[src/rtl/counter_slot_arbiter.sv]
// Round-robin owner of a shared up-counter: grants one requester a timed slot of
// Dur+1 counting cycles, then pulses Done to that requester for one cycle.
//
// state | meaning
// IDLE  | no owner; round-robin pick from ptr among active requests
// RUN   | owner holds the counter; Count steps 0..dur_l unless Req[owner] drops
// DONE  | one-cycle Done pulse to the owner, Grant still held
module counter_slot_arbiter #(
   parameter int N = 4,
   parameter int W = 4
) (
   input  logic           Clk,
   input  logic           Reset,
   input  logic [N-1:0]   Req,
   input  logic [N*W-1:0] Dur,
   output logic [N-1:0]   Grant,
   output logic           Busy,
   output logic [N-1:0]   Done,
   output logic [W-1:0]   Count
);

   localparam int PW = (N > 2) ? $clog2(N) : 1;

   typedef enum logic [1:0] {
      IDLE = 2'd0,
      RUN  = 2'd1,
      DONE = 2'd2
   } state_t;

   state_t        state;
   logic [PW-1:0] ptr;
   logic [PW-1:0] owner;
   logic [W-1:0]  dur_l;

   logic          win_found;
   logic [PW-1:0] win_idx;
   int            j;

   // Search starts at ptr and wraps, so the most recently served requester goes last.
   always_comb begin
      win_found = 1'b0;
      win_idx   = '0;
      j         = 0;
      for (int k = 0; k < N; k++) begin
         j = int'(ptr) + k;
         if (j >= N) j = j - N;
         if (!win_found && Req[j]) begin
            win_found = 1'b1;
            win_idx   = PW'(j);
         end
      end
   end

   always_ff @(posedge Clk) begin
      if (Reset) begin
         state <= IDLE;
         Grant <= '0;
         Done  <= '0;
         Count <= '0;
         Busy  <= 1'b0;
         dur_l <= '0;
         ptr   <= '0;
         owner <= '0;
      end else begin
         case (state)
            IDLE: begin
               Done <= '0;
               if (win_found) begin
                  Grant <= {{(N-1){1'b0}}, 1'b1} << win_idx;
                  dur_l <= Dur[win_idx*W +: W];
                  Count <= '0;
                  Busy  <= 1'b1;
                  owner <= win_idx;
                  ptr   <= (win_idx == PW'(N-1)) ? '0 : win_idx + 1'b1;
                  state <= RUN;
               end
            end
            RUN: begin
               // An abandoned request wins over a slot that is just completing.
               if (!Req[owner]) begin
                  Grant <= '0;
                  Count <= '0;
                  Busy  <= 1'b0;
                  state <= IDLE;
               end else if (Count == dur_l) begin
                  Count <= '0;
                  Done  <= Grant;
                  state <= DONE;
               end else begin
                  Count <= Count + 1'b1;
               end
            end
            DONE: begin
               Grant <= '0;
               Done  <= '0;
               Busy  <= 1'b0;
               state <= IDLE;
            end
            default: begin
               Grant <= '0;
               Done  <= '0;
               Count <= '0;
               Busy  <= 1'b0;
               state <= IDLE;
            end
         endcase
      end
   end

endmodule

[config.mk]
export PLATFORM = sky130hd
export DESIGN_NAME = counter_slot_arbiter
export DESIGN_NICKNAME = d
export VERILOG_FILES = /design/src/rtl/counter_slot_arbiter.sv
export SDC_FILE = /design/constraint.sdc
export NUM_CORES = 1
export LEC_CHECK = 0
export ABC_AREA = 1
export BUFFER_PORTS_ARGS = -buffer_cell sky130_fd_sc_hd__buf_4
export CELL_PAD_IN_SITES_DETAIL_PLACEMENT = 1
export CELL_PAD_IN_SITES_GLOBAL_PLACEMENT = 2
export CORE_MARGIN = 2
export CORE_UTILIZATION = 30
export DETAILED_ROUTE_END_ITERATION = 12
export PLACE_DENSITY_LB_ADDON = 0.1
export SLEW_MARGIN = 10
export SYNTH_ARGS = -nofsm -noshare
export SYNTH_HDL_FRONTEND = slang
export SYNTH_SLANG_ARGS = --single-unit
[constraint.sdc]
create_clock -name Clk -period 4.8 [get_ports Clk]
set_input_delay 0.96 -clock Clk [delete_from_list [all_inputs] [get_ports Clk]]
set_output_delay 0.96 -clock Clk [all_outputs]
set_load 0.03 [all_outputs]
==> results.cfg <==
[clock_network]
clk_pin_slew_ps = 90
post_cts_buffers = 0
ctsRootBufferMaster = clkbuf_8
cts_num_sinks = 23
clock_path_buffers = 2
cts_hold_buffers = 0
htreeDepth = 1
cts_tree = built
numCtsBuffers = 3
insertion_delay_ps = 270
cts_resized = 0

[logic_synthesis]
synthesis.nets = 264
synth.cell_area_um2 = 1510
avgSynthCellArea_um2 = 6.37
synth-seq-cells = 23
ys_types = 29
syn_inst = 237
ys_seq_area_share_pct = 30.5
synth_warnings = 0

[grt]
grt_pass1_vias = 1475
grt_usage_pct = 15.5
antenna_found_initial = 0
grt_max_degree = 16
grt-ovfl-total = 0
grt_pass1_wl_um = 6690

[setup_path]
worstPathArrival_ps = 2720
crit_fanout = 12
worstPathRequired_ps = 4960
end_kind = register
r2r_start = ptr[0]
crit_type = input port to register
reg2reg_slack_ps = 2370
start_kind = input port
rr_endpoint = ptr[1]
r2r_cells = 12

[power_and_ir_drop]
power_mw = 1.17
power.density_nw_per_um2 = 628
irDropWorstVdd_uv = 204
p_leak_nw = 0.952

[timing]
setup_viol = 0
worstMarginPinSlew_ps = 505
maxSlewViolCount = 0
max_freq_ghz = 0.389
hold_viol = 0
post-route-period-util_pct = 53.5
final.setup.tns_ps = 0
clock_skew_ps = 5.66
min_period_ps = 2570
rsz0062_at_grt = no
slew_headroom_pct = 66.3

[detailed_routing]
via_count = 1529
wirelength_um = 3990
routed_via_density = 4.52
drt_first_iter_violations = 20
routedWlPerCell_um = 11.8
drc = 0
antenna_left = 0
drt_pass1_iterations = 4

[cells_and_area]
fin_nets = 299
layout_common_cells = 87 x nand2_1, 34 x buf_4, 30 x inv_1, 23 x dfxtp_1, 20 x nor2_1
diodes = 0
drive_gt1_share_pct = 20.7
final_common_cell = nand2_1
syn2layout_area_growth_pct = 23.1

[floorplan]
num_rows = 25
core_area_um2 = 4790
die_h_um = 74.9
dieArea_um2 = 5610
die_w_um = 74.9
ios = 35
initial_core_util_pct = 31.5

[worst_hold_path]
min_to = Done[0]
worstHoldStart = Done[0]
hold-path-cell-count = 2
hold_class = register to register

[place]
port_buffers = 34
place.gp.congestion = 0.829
hpwl_um = 3190

[job]
max_cap_violations = 0

[run_status]
status = finished, final reports clean
## Yosys cell counts
cell type | n | area share [%]
buf_6 | 3 | 2.2
dfxtp_1 | 23 | 31
a211oi_1 | 1 | 0.50
nor3b_1 | 2 | 0.99
o31ai_4 | 1 | 1.4
o21ai_1 | 2 | 0.66
nor2_2 | 2 | 0.83
a21oi_1 | 18 | 6.0
nand4_1 | 5 | 2.1
nand2_2 | 6 | 2.5
nand2_1 | 87 | 22
nand2_4 | 1 | 0.75
nand3_1 | 14 | 4.6
nand3_2 | 1 | 0.66
nor2_1 | 20 | 5.0
inv_8 | 1 | 0.75
xor2_1 | 2 | 1.2
nand3_4 | 1 | 1.2
clkinv_2 | 1 | 0.33
inv_2 | 1 | 0.25
ha_1 | 5 | 4.1
o21ai_0 | 3 | 0.99
and2_1 | 1 | 0.41
nor3_1 | 1 | 0.33
o21ai_2 | 2 | 1.2
clkbuf_1 | 1 | 0.25
nor2_4 | 1 | 0.75
o211ai_1 | 1 | 0.50
inv_1 | 30 | 7.5
## area by class of cell
cell class	instances	area, um2
inverters	33	133
fillers	653	2930
multi-input cells	177	878
clock buffers	3	41.3
clock inverters	1	5.00
well taps	67	83.8
flip-flops and latches	23	460
repair buffers	34	255
## state kept, by name (all words and copies together) (netlist names)
name   flops
Count      4
dur_l      4
Grant      4
state      2
Busy       1
ptr        2
Done       4
owner      2
## critical path, cell delays in order
cell and delay (ps):
buf_4 120, inv_1 60, nand2_1 70, nand3_1 130, nand2_1 110, nor2_4 170, nand3_4 160, nand3_2 250
inv_1 160, ha_1 310, o21ai_0 160, a21oi_1 50
## through the flow
step                      worst slack [ps]  area [um2]  instances  util [%]  hold WS [ps]
after floorplan                       2450        1510        237         -           458
after global placement                2010        1810        334      37.8           452
after detailed placement              1930        1810        334      37.8           455
after CTS                             2220        1860        338      38.8           469
after global routing                  2010        1860        338      38.8           481
final                                 2230        1860        338      38.8           465
## metal layers
layer  share of wire (%)  wire, um  global-route usage, %
met1                  51      2040                   21.0
met2                  45      1810                   25.6
met3                 2.9       114                   3.21
met4                0.73        29                   2.98
met5                   0         0                      0
## report_power, final
part / total [mW] / internal (mW) / switching [mW]
clock: 0.123 / 0.0580 / 0.0654
sequential: 0.297 / 0.243 / 0.0542
combinational: 0.746 / 0.240 / 0.506
total: 1.17 / 0.541 / 0.626
## logic make-up after synthesis
group	share of synthesized area (%)
compound gates	11.2
xor+xnor	1.16
fa+ha+maj	4.15
buf+inv	11.3
flops	30.5
simple gates	41.7
## how the worst max path moves through the flow
stage | from | to | slack, ps | cells past startpoint
2_1_floorplan | Req[2] | ptr[1] | 2450 | 11
4_1_cts | Req[1] | ptr[1] | 2220 | 12
5_1_grt | Req[1] | ptr[1] | 2010 | 13
3_5_place_dp | Req[1] | ptr[1] | 1930 | 12
3_3_place_gp | Req[1] | ptr[1] | 2010 | 12
6_report | Req[1] | ptr[1] | 2230 | 12
No activity file was read; power rests on OpenSTA's default activity.
